`config.mk`:
```
export PLATFORM = sky130hd
export DESIGN_NAME = prt_dp_pm_mem_ldr
export DESIGN_NICKNAME = d
export VERILOG_FILES = /design/src/rtl/prt_dp_pm_mem_ldr.sv
export SDC_FILE = /design/constraint.sdc
export NUM_CORES = 1
export LEC_CHECK = 0
export ABC_AREA = 1
export ABC_CLOCK_PERIOD_IN_PS = 6400
export CAP_MARGIN = 25
export CORE_ASPECT_RATIO = 1.25
export CORE_MARGIN = 2
export CORE_UTILIZATION = 50
export CTS_BUF_LIST = sky130_fd_sc_hd__clkbuf_4 sky130_fd_sc_hd__clkbuf_8
export DETAILED_ROUTE_END_ITERATION = 12
export GPL_TIMING_DRIVEN = 0
export PLACE_DENSITY = 0.77
export SLEW_MARGIN = 20
export SYNTH_ARGS = -nofsm -noshare
export SYNTH_HDL_FRONTEND = slang
export SYNTH_SLANG_ARGS = --single-unit
```
`constraint.sdc`:
```
create_clock -name CLK_IN -period 6.4 [get_ports CLK_IN]
set_clock_uncertainty 0.2 [all_clocks]
set_input_delay 1.28 -clock CLK_IN [delete_from_list [all_inputs] [get_ports CLK_IN]]
set_output_delay 1.28 -clock CLK_IN [all_outputs]
set_load 0.02 [all_outputs]
```
`src/rtl/prt_dp_pm_mem_ldr.sv`:
```
// Policy maker memory loader: ROM word / RAM byte write ports from the PM update stream.
// Optional running checksum on CHK_OUT when PRT_DP_PM_MEM_LDR_CHK_EN is defined.
module prt_dp_pm_mem_ldr #(
    parameter int P_ROM_ADR = 12,
    parameter int P_RAM_ADR = 12,
    parameter int P_IDLE_TO = 256
) (
    input  logic                 RST_IN,
    input  logic                 CLK_IN,
    input  logic                 STR_IN,
    input  logic [31:0]          DAT_IN,
    input  logic [1:0]           VLD_IN,
    output logic                 ROM_WR_OUT,
    output logic [P_ROM_ADR-1:0] ROM_ADR_OUT,
    output logic [31:0]          ROM_DAT_OUT,
    output logic                 RAM_WR_OUT,
    output logic [P_RAM_ADR-1:0] RAM_ADR_OUT,
    output logic [7:0]           RAM_DAT_OUT,
    output logic                 BUSY_OUT,
    output logic                 DONE_OUT,
    output logic                 OVF_OUT,
    output logic                 ORUN_OUT,
    output logic [31:0]          CHK_OUT
);
    localparam int IDLE_W = $clog2(P_IDLE_TO);
    localparam int WCNT_W = P_RAM_ADR - 1;
    localparam logic [IDLE_W-1:0] IDLE_MAX = IDLE_W'(P_IDLE_TO - 1);

    typedef enum logic {IDLE, LOAD} state_t;
    state_t state, nxt;

    logic [P_ROM_ADR:0]   rom_cnt;
    logic [WCNT_W-1:0]    ram_wcnt;
    logic [P_RAM_ADR-1:0] ram_bcnt;
    logic [IDLE_W-1:0]    idle_cnt;
    logic [23:0]          ser_dat;
    logic [1:0]           ser_cnt;
    logic [31:0]          pend_dat;
    logic                 pend_vld;

    logic                 rom_wr, ram_wr, done, ovf, orun;
    logic [P_ROM_ADR-1:0] rom_adr;
    logic [31:0]          rom_dat;
    logic [P_RAM_ADR-1:0] ram_adr;
    logic [7:0]           ram_dat;

    logic active, rom_vld, ram_vld, rom_acc, ram_acc, ser_busy;
    logic to_ser, to_pend, ram_drop, ram_store, start_ser, idle_max, finish;
    logic [31:0] ser_src;

    assign active    = (state == LOAD) && !STR_IN;
    assign rom_vld   = active && VLD_IN[0];
    assign ram_vld   = active && VLD_IN[1];
    assign rom_acc   = rom_vld && !rom_cnt[P_ROM_ADR];
    assign ram_acc   = ram_vld && !ram_wcnt[WCNT_W-1];
    assign ser_busy  = (ser_cnt != 2'd0);
    // A pending word vacates exactly when the serializer is idle, so a new word may take its slot.
    assign to_ser    = ram_acc && !ser_busy && !pend_vld;
    assign to_pend   = ram_acc && (ser_busy ^ pend_vld);
    assign ram_drop  = ram_acc && ser_busy && pend_vld;
    assign ram_store = to_ser || to_pend;
    assign start_ser = !ser_busy && (pend_vld || to_ser);
    assign ser_src   = pend_vld ? pend_dat : DAT_IN;
    assign idle_max  = (idle_cnt == IDLE_MAX);

    always_comb begin
        nxt    = state;
        finish = 1'b0;
        case (state)
            IDLE: if (STR_IN) nxt = LOAD;
            LOAD: if (!STR_IN && idle_max && !ser_busy && !pend_vld) begin
                nxt    = IDLE;
                finish = 1'b1;
            end
            default: nxt = IDLE;
        endcase
    end

    always_ff @(posedge CLK_IN or posedge RST_IN) begin
        if (RST_IN) state <= IDLE;
        else        state <= nxt;
    end

    always_ff @(posedge CLK_IN or posedge RST_IN) begin
        if (RST_IN) begin
            rom_cnt  <= '0;
            ram_wcnt <= '0;
            ram_bcnt <= '0;
            idle_cnt <= '0;
            ser_dat  <= '0;
            ser_cnt  <= '0;
            pend_dat <= '0;
            pend_vld <= 1'b0;
            rom_wr   <= 1'b0;
            rom_adr  <= '0;
            rom_dat  <= '0;
            ram_wr   <= 1'b0;
            ram_adr  <= '0;
            ram_dat  <= '0;
            done     <= 1'b0;
            ovf      <= 1'b0;
            orun     <= 1'b0;
        end else begin
            done <= finish;
            if (STR_IN || (VLD_IN != 2'b00))
                idle_cnt <= '0;
            else if (state == LOAD && !idle_max)
                idle_cnt <= idle_cnt + IDLE_W'(1);

            if (STR_IN) begin
                rom_cnt  <= '0;
                ram_wcnt <= '0;
                ram_bcnt <= '0;
                ser_cnt  <= '0;
                pend_vld <= 1'b0;
                rom_wr   <= 1'b0;
                ram_wr   <= 1'b0;
                ovf      <= 1'b0;
                orun     <= 1'b0;
            end else begin
                rom_wr <= rom_acc;
                if (rom_acc) begin
                    rom_adr <= rom_cnt[P_ROM_ADR-1:0];
                    rom_dat <= DAT_IN;
                    rom_cnt <= rom_cnt + (P_ROM_ADR+1)'(1);
                end
                if ((rom_vld && !rom_acc) || (ram_vld && !ram_acc))
                    ovf <= 1'b1;
                if (ram_drop)
                    orun <= 1'b1;
                if (ram_store)
                    ram_wcnt <= ram_wcnt + WCNT_W'(1);

                if (to_pend) begin
                    pend_dat <= DAT_IN;
                    pend_vld <= 1'b1;
                end else if (start_ser) begin
                    pend_vld <= 1'b0;
                end

                ram_wr <= ser_busy || start_ser;
                if (ser_busy) begin
                    ram_dat  <= ser_dat[7:0];
                    ram_adr  <= ram_bcnt;
                    ram_bcnt <= ram_bcnt + P_RAM_ADR'(1);
                    ser_dat  <= {8'h00, ser_dat[23:8]};
                    ser_cnt  <= ser_cnt - 2'd1;
                end else if (start_ser) begin
                    // First byte goes straight to the port; the remaining three are held.
                    ram_dat  <= ser_src[7:0];
                    ram_adr  <= ram_bcnt;
                    ram_bcnt <= ram_bcnt + P_RAM_ADR'(1);
                    ser_dat  <= ser_src[31:8];
                    ser_cnt  <= 2'd3;
                end
            end
        end
    end

`ifdef PRT_DP_PM_MEM_LDR_CHK_EN
    logic [31:0] chk;
    always_ff @(posedge CLK_IN or posedge RST_IN) begin
        if (RST_IN)
            chk <= '0;
        else if (STR_IN)
            chk <= '0;
        else
            chk <= chk + (rom_acc ? DAT_IN : 32'd0) + (ram_store ? DAT_IN : 32'd0);
    end
    assign CHK_OUT = chk;
`else
    assign CHK_OUT = '0;
`endif

    assign ROM_WR_OUT  = rom_wr;
    assign ROM_ADR_OUT = rom_adr;
    assign ROM_DAT_OUT = rom_dat;
    assign RAM_WR_OUT  = ram_wr;
    assign RAM_ADR_OUT = ram_adr;
    assign RAM_DAT_OUT = ram_dat;
    assign BUSY_OUT    = (state == LOAD);
    assign DONE_OUT    = done;
    assign OVF_OUT     = ovf;
    assign ORUN_OUT    = orun;
endmodule

```
==> flow_summary.toml <==
[outcome]
status = "complete, no violations"

[worst_setup_path]
critPathBufInv = 1
cpLargestDelayFamily = "buffers and inverters"
critPathKind = "reg2out"
rr_startpoint = "ser_cnt[0]"
critPathCapture = "BUSY_OUT"
reg2reg_depth = 8
startpoint = "BUSY_OUT"
required_ns = 4.92
cp.depth = 1
crit_chain = "clkdlybuf4s50_1"
critPathMaxStageDelay_ns = 0.64
worstSetupStartpointType = "flip-flop"
path_max_fanout = 5
regToRegSetupSlack_ns = 4.18
endpoint_kind = "primary output"
worstReg2RegEnd = "RAM_DAT_OUT[0]"
crit_slowest_cell = "clkdlybuf4s50_1"
crit_arrival_ns = 1.54

[grt]
grt_pass1_vias = 6391
grt_usage = 0.233
overflow = 0
antenna_found_initial = 0
grt_max_degree = 96
grt_pass1_wl_um = 32100

[cts]
root_buffer = "clkbuf_8"
ctsHoldBuffers = 0
cts_tree = "yes"
cts_setup_buffers = 0
cts.htree.levels = 4
cts_buffer_depth = 2
clk_latency_ns = 0.46
cts_buffers = 17
path_clk_slew_ns = 0.09
postCtsResizedCells = 0
cts.sinks = 173

[timing]
tightest_slew_ns = 0.677
hold-worst-slack_ns = 0.276
setup_viol = 0
grt_setup_unrepaired = "no"
timing.final.crit_share = 0.471
maxSlewHeadroom = 0.545
tns_ns = 0
hold_viol_final = 0
maxSlewViolCount = 0
max_clock_freq_ghz = 0.332
setup_ws_ns = 3.38
fin_crit_ns = 3.02

[synthesis]
synth_top_family_by_area = "simple AND/OR/NAND/NOR gates"
yosysTopAreaCellShare = 0.537
synthSimpleGateAreaFrac = 0.204
synth_cell_types = 36
synthAdderAreaFrac = 0.00776
synth_most_common_cell = "nand2_1"
synth_edf_count = 0
netlist_instances = 957
synth-xor-area-share = 0.00543
synth_common_cells = "nand2_1 (247), dfrtp_1 (173), inv_1 (90), o21ai_0 (87), nor2_1 (83)"
synth_seq_cells = 173
synth_area_leaders = "dfrtp_1 (54%), nand2_1 (12%), o21ai_0 (5.4%), inv_1 (4.2%), nor2_1 (3.9%)"
syn_area_mm2 = 0.00806
synthFlopType = "dfrtp_1"
ys.warnings.count = 0
syn_avg_cell_area_um2 = 8.42
muxShareOfSynthArea = 0
ys_seq_area_frac = 0.537
synth_area_leader_cell = "dfrtp_1"
synth-async-reset-ratio = 1.00
synth-compound-area-share = 0.135

[placement]
dp_slack_ns = 3.33
portBuffers = 105
dp_hpwl_um = 14000
gp_congestion = 0.841
dp_cells = 1306

[die]
io_pins = 139
die_y_um = 146
die_area_mm2 = 0.0172
start_util = 0.513
placementRows = 51
die_x_um = 118
coreArea_mm2 = 0.0157

[worst_hold_path]
hold_class = "reg2reg"

[final_layout]
utilization = 0.636
layoutNonFillerInstCount = 1338
area_delta_synth_final_pct = 23.9
drive_gt1_frac = 0.0995
final_nets = 1155
insertedDiodeCount = 0

[power]
peakVddDrop_mv = 0.147
cellPowerDensity_mw_per_mm2 = 347
power.leakage_nw = 4.75

[drt]
ant_nets = 0
drt-initial-drc-count = 435
vias = 6755
dr.pass1.iters = 5
remaining_drc_errors = 0
vias_per_cell = 5.05
wire_per_inst_um = 14.3
routed_wl_um = 19200

[job]
maxCapViolCount = 0
## cells in the final DEF (no fill, tap or decap), types with 8 or more instances in the layout
| cell type | netlist | routed |
|---|---|---|
| buf_6 | 11 | 11 |
| o21ai_1 | 39 | 39 |
| a31oi_1 | 29 | 29 |
| clkbuf_1 | 13 | 13 |
| nor2_1 | 83 | 83 |
| clkdlybuf4s50_1 | 0 | 105 |
| inv_1 | 90 | 89 |
| clkbuf_8 | 0 | 18 |
| a21oi_1 | 29 | 29 |
| o21ai_0 | 87 | 87 |
| buf_4 | 38 | 38 |
| dfrtp_1 | 173 | 173 |
| o22ai_1 | 8 | 8 |
| nand2_1 | 247 | 247 |
| nand4_1 | 16 | 16 |
| buf_2 | 12 | 12 |
| nand3_1 | 42 | 42 |
| conb_1 | 1 | 32 |
## kinds of logic (layout without fill, tap and decap cells)
family / after synthesis / in the layout
buf+inv: 172 / 310
compound gates: 201 / 201
fa+ha+maj: 5 / 5
other cells: 1 / 32
flops: 173 / 173
simple gates: 400 / 400
xor+xnor: 5 / 5
## flip-flops by register name, summed over array words and instances, names as in the netlist
name	flops
DONE_OUT	1
OVF_OUT	1
BUSY_OUT	1
pend_vld	1
RAM_ADR_OUT	12
ROM_ADR_OUT	12
ORUN_OUT	1
ser_dat	24
ROM_DAT_OUT	32
ram_wcnt	11
pend_dat	32
ram_bcnt	12
ser_cnt	2
RAM_WR_OUT	1
rom_cnt	13
ROM_WR_OUT	1
idle_cnt	8
RAM_DAT_OUT	8
## worst min-delay path by stage
stage,startpoint,end,slack [ns],cells past startpoint
4_1_cts,ROM_ADR_OUT[7],ROM_ADR_OUT[7],0.28,2
3_3_place_gp,ROM_ADR_OUT[5],ROM_ADR_OUT[5],0.26,2
6_report,ROM_ADR_OUT[3],ROM_ADR_OUT[3],0.28,2
2_1_floorplan,pend_dat[22],pend_dat[22],0.25,2
5_1_grt,ROM_DAT_OUT[10],ROM_DAT_OUT[10],0.31,2
3_5_place_dp,ROM_ADR_OUT[8],ROM_ADR_OUT[8],0.26,2
## report_power, final
group	switching, W	internal (W)
clock	0.000390	0.000487
sequential	0.000137	0.00135
combinational	0.000674	0.000431
total	0.00120	0.00227
## layout make-up
| type | instances | area (um^2) |
|---|---|---|
| tap | 212 | 265 |
| buffer | 75 | 522 |
| timing repair buffer | 106 | 1080 |
| clock inverter | 11 | 190 |
| inverter | 97 | 374 |
| multi-input combinational | 643 | 2960 |
| fill | 1411 | 5710 |
| sequential | 173 | 4330 |
| clock buffer | 21 | 270 |
## metrics by stage
stage | cell area, um^2 | power [W]
floorplan | 8180 | 0.00221
global placement | 9490 | 0.00258
detailed placement | 9530 | 0.00261
CTS | 9990 | 0.00349
global route | 9990 | 0.00369
finish | 9990 | 0.00347
## layer usage
layer / vias to the layer above / global-route usage / wire, um
met1: 3154 / 0.301 / 8070
met2: 208 / 0.387 / 9530
met3: 33 / 0.0451 / 1010
li1: 3360 / - / -
met4: 0 / 0.0958 / 569
met5: - / 0 / 0
Note: power is estimated with default switching activity, not from simulation.
